`src/rtl/fpu_op_sequencer.sv`:
```
`default_nettype none
// +----------------------------------------------------------------------------+
// | fpu_op_sequencer                                                           |
// | Issue/collect stage in front of the fp_subtract core: DAZ, ADD->SUB sign   |
// | flip, a single start pulse, fixed-latency capture and result handshake.    |
// | Revision: 1.0                                                              |
// +----------------------------------------------------------------------------+
module fpu_op_sequencer #(
   parameter int CORE_LAT = 4,
   parameter int CNT_W    = 16,
   parameter int DAZ_EN   = 1
) (
   input  logic             clk,
   input  logic             rst,
   input  logic             in_valid,
   output logic             in_ready,
   input  logic [31:0]      in_a,
   input  logic [31:0]      in_b,
   input  logic             in_op,
   output logic [31:0]      core_a,
   output logic [31:0]      core_b,
   output logic             core_valid,
   input  logic [31:0]      core_diff,
   input  logic             core_error,
   output logic             out_valid,
   input  logic             out_ready,
   output logic [31:0]      out_result,
   output logic             out_error,
   output logic [4:0]       out_flags,
   output logic             busy,
   output logic [CNT_W-1:0] op_count
);

   localparam int LAT_W = (CORE_LAT > 1) ? $clog2(CORE_LAT + 1) : 1;
   localparam logic [LAT_W-1:0] LAT_LOAD = LAT_W'(CORE_LAT - 1);

   typedef enum logic [1:0] {
      ST_IDLE  = 2'd0,
      ST_ISSUE = 2'd1,
      ST_WAIT  = 2'd2,
      ST_DONE  = 2'd3
   } state_t;

   state_t           state;
   logic [LAT_W-1:0] lat_cnt;
   logic             daz_q;

   logic        a_den, b_den;
   logic [31:0] a_fl, b_fl;
   logic        res_exp_ff, res_exp_00, res_man_00;

   // Denormal: exponent zero with a non-zero mantissa; flushed to signed zero.
   assign a_den = (DAZ_EN != 0) && (in_a[30:23] == 8'h00) && (in_a[22:0] != 23'h0);
   assign b_den = (DAZ_EN != 0) && (in_b[30:23] == 8'h00) && (in_b[22:0] != 23'h0);
   assign a_fl  = a_den ? {in_a[31], 31'b0} : in_a;
   assign b_fl  = b_den ? {in_b[31], 31'b0} : in_b;

   assign res_exp_ff = (core_diff[30:23] == 8'hFF);
   assign res_exp_00 = (core_diff[30:23] == 8'h00);
   assign res_man_00 = (core_diff[22:0] == 23'h0);

   always_ff @(posedge clk) begin
      if (rst) begin
         state      <= ST_IDLE;
         lat_cnt    <= '0;
         daz_q      <= 1'b0;
         in_ready   <= 1'b1;
         core_a     <= '0;
         core_b     <= '0;
         core_valid <= 1'b0;
         out_valid  <= 1'b0;
         out_result <= '0;
         out_error  <= 1'b0;
         out_flags  <= '0;
         busy       <= 1'b0;
         op_count   <= '0;
      end else begin
         case (state)
            ST_IDLE: begin
               if (in_valid) begin
                  // The core only subtracts, so ADD is issued as A - (-B).
                  core_a     <= a_fl;
                  core_b     <= b_fl ^ {in_op, 31'b0};
                  daz_q      <= a_den | b_den;
                  in_ready   <= 1'b0;
                  core_valid <= 1'b1;
                  busy       <= 1'b1;
                  state      <= ST_ISSUE;
               end
            end
            ST_ISSUE: begin
               core_valid <= 1'b0;
               lat_cnt    <= LAT_LOAD;
               state      <= ST_WAIT;
            end
            ST_WAIT: begin
               if (lat_cnt != '0) begin
                  lat_cnt <= lat_cnt - 1'b1;
               end else begin
                  out_result <= core_diff;
                  out_error  <= core_error;
                  out_flags  <= {daz_q,
                                 res_exp_ff & ~res_man_00,
                                 res_exp_ff &  res_man_00,
                                 res_exp_00 &  res_man_00,
                                 core_diff[31]};
                  out_valid  <= 1'b1;
                  state      <= ST_DONE;
               end
            end
            ST_DONE: begin
               if (out_ready) begin
                  out_valid <= 1'b0;
                  in_ready  <= 1'b1;
                  busy      <= 1'b0;
                  op_count  <= op_count + 1'b1;
                  state     <= ST_IDLE;
               end
            end
            default: begin
               state      <= ST_IDLE;
               in_ready   <= 1'b1;
               core_valid <= 1'b0;
               out_valid  <= 1'b0;
               busy       <= 1'b0;
            end
         endcase
      end
   end

endmodule
`default_nettype wire

```
`config.mk`:
```
export PLATFORM = sky130hd
export DESIGN_NAME = fpu_op_sequencer
export DESIGN_NICKNAME = d
export VERILOG_FILES = /design/src/rtl/fpu_op_sequencer.sv
export SDC_FILE = /design/constraint.sdc
export NUM_CORES = 1
export LEC_CHECK = 0
export ABC_AREA = 1
export CAP_MARGIN = 20
export CORE_UTILIZATION = 43
export DETAILED_ROUTE_END_ITERATION = 7
export GPL_TIMING_DRIVEN = 0
export PLACE_DENSITY = 0.82
export SYNTH_ARGS = -nofsm -noshare
export SYNTH_HDL_FRONTEND = slang
export SYNTH_SLANG_ARGS = --single-unit
```
`constraint.sdc`:
```
create_clock -name clk -period 1.5 [get_ports clk]
set_input_delay 0.15 -clock clk [delete_from_list [all_inputs] [get_ports clk]]
set_output_delay 0.15 -clock clk [all_outputs]
set_load 0.02 [all_outputs]
```
; ---- After elaboration in Yosys (flattened, before gate mapping)
; Index checks and enable logic that the tools add are counted.
; Widths: inputs -> output; s select.
[op_classes]
add_sub_neg = 2
eq_ne = 8
n_mux = 17
bitwise_logic = 7
n_reduce_logical = 22
[op_table]
columns = op, count
row1 = $mux 31, 2
row2 = $reduce_bool 23->1, 2
row3 = $xor 32x32->32, 1
row4 = $logic_not 8->1, 3
row5 = $logic_not 23->1, 1
row6 = $add 16x1->16 const B, 1
row7 = $reduce_and 2->1, 5
row8 = $reduce_and 3->1, 3
row9 = $eq 8x8->1 const B, 1
row10 = $ne 2x2->1 const B, 4
row11 = $pmux 1 s2, 4
row12 = $pmux 2 s4, 1
row13 = $reduce_bool 2->1, 4
row14 = $mux 2, 3
row15 = $pmux 3 s2, 1
row16 = $mux 1, 5
row17 = $eq 2x2->1 const B, 2
row18 = $and 1x1->1, 3
row19 = $mux 3, 1
row20 = $reduce_bool 3->1, 1
row21 = $sub 3x1->3 const B, 1
row22 = $eq 2x1->1 const B, 1
row23 = $logic_and 1x1->1, 2
row24 = $logic_not 2->1, 1
row25 = 2 further kinds, 3
[word_totals]
ff_bits = 128
inputBits = 102
word_cells = 69

; ---- Logic depth before layout (Yosys ltp)
[depth]
word_depth = 4
depth_mapped = 9
mapped_depth_nobuf = 9

; ---- Least setup slack after synthesis
; Ideal clock, no wire load.
[synth_path]
path_type = flip-flop to flip-flop
start = reg state[0]
end = reg core_a[10]
setup_ps = 70
arrival_ps = 1316
required_time_ps = 1430
setup_slack_ps = 113
path_stages_with_launch = 8
path_buffers = 2
period_less_slack_ps = 1387
path_cell_list = dfxtp_1 > inv_1 > ha_1 > nand2_2 > buf_4 > clkbuf_1 > nand2_1 > a21oi_1
[synth_between]
elab_chain_cells = 2
[synth_lines]
columns = element, line_no
row1 = start: declaration, 44  ; state_t state;
row2 = start signal: assignment, 64  ; state <= ST_IDLE;
row3 = start signal: assignment, 88  ; state <= ST_ISSUE;
row4 = start signal: assignment, 94  ; state <= ST_WAIT;
row5 = $logic_not 2->1, 78  ; case (state)
row6 = $reduce_and 2->1 (no source line), -
row7 = end signal: assignment, 82  ; core_a <= a_fl;
row8 = end: declaration, 20  ; output logic [31:0] core_a,
; No other way between the ends.
; A chain may end at the register's enable or synchronous reset.

; ---- Worst setup path after layout
[layout_path]
start = reg state[1]
end = reg core_a[8]
; The elaborated chain is that of the path after synthesis.

==> summary.md <==
| Metric | Value |
|---|---|
| Post-Syn Instances | 741 |
| Vias in the first global route | 5200 |
| Critical Path RT | 1840 ps |
| Clk slew on worst S/H paths | 60 ps |
| Initial antenna violation count | 0 |
| Port-buffer cells | 223 |
| Synth top area share | 47.7% |
| Internal | 0.00860 W |
| Total CTS buffers | 17 |
| Min cycle time layout | 1420 ps |
| WL/cell | 14.2 microns |
| Top FF cell, synth | dfxtp_1 |
| Detailed Place HPWL | 11.9 mm |
| RSZ-0062 raised after global routing | yes |
| Core Rows | 40 |
| GRT Residual Overflow | 0 |
| Pwr/cell area | 1540 nW/um^2 |
| YS warnings | 0 |
| Slew HR | 62.8% |
| Synth area leaders | dfxtp_1 (48%), nand2_1 (14%), a21oi_1 (11%), nor2_1 (6.5%), o21ai_0 (4.6%) |
| Sequential share of the synthesized area | 47.7% |
| Boundary pin count | 224 |
| Top-count cell post-synth | nand2_1 |
| CP endpoint kind | flip-flop |
| Status | completed |
| Register share of total power | 34.1% |
| Yosys reg bits | 127 |
| Worst clock skew | 7.85 ps |
| WL final | 16.5 mm |
| Worst Path Max Fanout | 10 |
| GP Congestion | 0.838 |
| Peak supply drop | 0.908 mV |
| Pre-CTS setup slack | -410 ps |
| Maximum number of pins on one net before global-route repair | 17 |
| Final WS setup | 79.7 ps |
| Avg Cell Area, Syn | 7.20 sq um |
| Die footprint | 12900 sq um |
| P&R area growth vs syn | 57.9% |
| First-pass GRT wire length | 25.6 mm |
| Starting DRT DRC Count | 419 |
| Psw | 0.00435 W |
| DRT Pass-1 Iters | 5 |
| Total power | 0.0130 W |
| Nets | 1095 |
| Clock power share | 33.0% |
| Synth top cells by count | nand2_1 (194), dfxtp_1 (127), a21oi_1 (114) |
| Post-Syn Area | 5330 sq um |
| Crit path launch type | flip-flop |
| Core area | 12100 sq um |
| Cell variety after synth | 32 |
| Clock latency on the worst-skew pair | 420 ps |
| Crit share post-route | 94.7% |
| H-Tree Depth | 4 |
| Tightest Hold Check Type | in -> reg |
| Die W | 113 microns |
| Layout cell share with drive strength beyond 1 | 9.12% |
| Vias after detailed routing | 5676 |
| WP data arrival | 1760 ps |
| Max Cap Viol | 0 |
| Setup TNS | 0 ps |
| Fmax | 704 MHz |
| Setup violations, final | 0 |
| DRC Markers | 0 |
| Post-synth EDFFs | 0 |
| Worst Max-Slew Pin Slew | 558 ps |
| Sw Ratio | 33.6% |
| DP Cell Count | 1132 |
| Antenna diode count | 0 |
| Logic pwr share | 32.9% |
| Post-DP Area | 7780 sq um |
| Net Count, Synth | 851 |
| Worst Setup Path Type | reg -> reg |
| Die H | 113 microns |
| CTS tree | yes |
| Max-slew violations | 0 |
| Ys async rst share | 0% |
| Clk root buf | clkbuf_16 |
| Leading area contributor after synthesis | dfxtp_1 |
| Fin. Hold Viols | 0 |
| DR vias/cell | 4.87 |
| Global Route Usage Sum | 25.5% |
| Hold buffer count at cts | 0 |
| Finished Layout Cells | 1166 |
| Sink Count | 127 |
| Max clock buf depth | 2 |
| Leakage | 3.94 nW |
| Routed Antenna Nets | 0 |
| Design area | 8420 sq um |
| Starting Density | 44.2% |
==> cell type report <==
class,count,area (sq um)
flip-flops and latches,127,2550
fillers,1049,3640
repair buffers,225,2110
inverters,65,249
well taps,168,210
multi-input cells,510,2440
plain buffers,39,250
clock inverters,4,97.6
clock buffers,28,517
==> cells by family after synthesis <==
logic type / count (synthesis) / synth area share, %
AOI/OAI and AO/OA: 170 / 16.4
and+or+nand+nor: 330 / 25.4
DFF: 127 / 47.7
adders and majority gates: 8 / 1.88
xor gates and xnor gates: 2 / 0.328
buffers and inverters: 104 / 8.37
==> cells in the final DEF (no fill, tap or decap), types with 3 or more instances in the layout <==
master | netlist | final
clkdlybuf4s50_1 | 0 | 101
nand3_1 | 10 | 9
inv_2 | 3 | 4
nand2_1 | 194 | 194
nand4_1 | 5 | 5
ha_1 | 8 | 4
clkbuf_1 | 18 | 17
buf_2 | 11 | 8
buf_4 | 7 | 10
o21ai_1 | 1 | 6
nor2_2 | 1 | 4
clkbuf_16 | 0 | 17
ha_4 | 0 | 4
a21oi_1 | 114 | 112
dfxtp_1 | 127 | 125
nor2_1 | 93 | 90
clkbuf_8 | 0 | 7
dlygate4sd2_1 | 0 | 119
nand3_2 | 3 | 3
dlymetal6s2s_1 | 0 | 3
inv_1 | 62 | 59
nor3_1 | 10 | 9
bufinv_16 | 0 | 3
nand2_2 | 6 | 4
clkbuf_2 | 1 | 5
o21ai_0 | 49 | 44
buf_6 | 2 | 5
==> layer usage <==
metal  track usage, %  wire length, microns
met2             41.6                  7760
met1             30.5                  6980
met5                0                     0
met4             11.1                   394
met3             8.87                  1390
==> timing repair <==
item,in CTS,in global routing
pin swaps,1,0
setup endpoints to repair,205,74
resized for setup,145,30
setup buffers,0,2
==> flip-flops by register name (all words and copies together), names as in the netlist <==
register	count
busy	1
core_a	32
core_b	32
core_valid	1
daz_q	1
in_ready	1
lat_cnt	3
op_count	16
out_error	1
out_flags	5
out_result	31
out_valid	1
state	2
==> power by group through the flow <==
| stage | clock network, W | logic, W | registers [W] |
|---|---|---|---|
| after detailed placement | 0 | 0.00436 | 0.00445 |
| final | 0.00427 | 0.00426 | 0.00441 |
| after CTS | 0.00432 | 0.00415 | 0.00439 |
| after floorplan | 0 | 0.00164 | 0.00516 |
| after global placement | 0 | 0.00431 | 0.00444 |
| after global routing | 0.00449 | 0.00462 | 0.00449 |
==> per-stage QoR <==
| stage | utilization (%) | hold slack [ps] |
|---|---|---|
| finish | 69.8 | 293 |
| global route | 69.8 | 314 |
| CTS | 69.0 | 284 |
| detailed placement | 64.5 | 455 |
| global placement | 64.5 | 451 |
| floorplan | - | 278 |
==> worst paths after layout <==
| kind | slack, ps | end | startpoint | depth (start not counted) |
|---|---|---|---|---|
| setup / recovery | 80 | core_a[8] | state[1] | 7 |
| hold / removal | 290 | core_b[29] | in_b[29] | 3 |
| setup reg to reg | 80 | core_a[8] | state[1] | 7 |
| hold reg to reg | 460 | core_a[17] | core_a[17] | 2 |
==> worst max-delay path, stage by stage (launching register included) <==
cell     delay [ps]
dfxtp_4         380
inv_2            70
ha_4            170
nand2_4         100
buf_4           180
buf_4           190
nand2_1          70
a21oi_1         170
No activity file was read; power rests on OpenSTA's default activity.
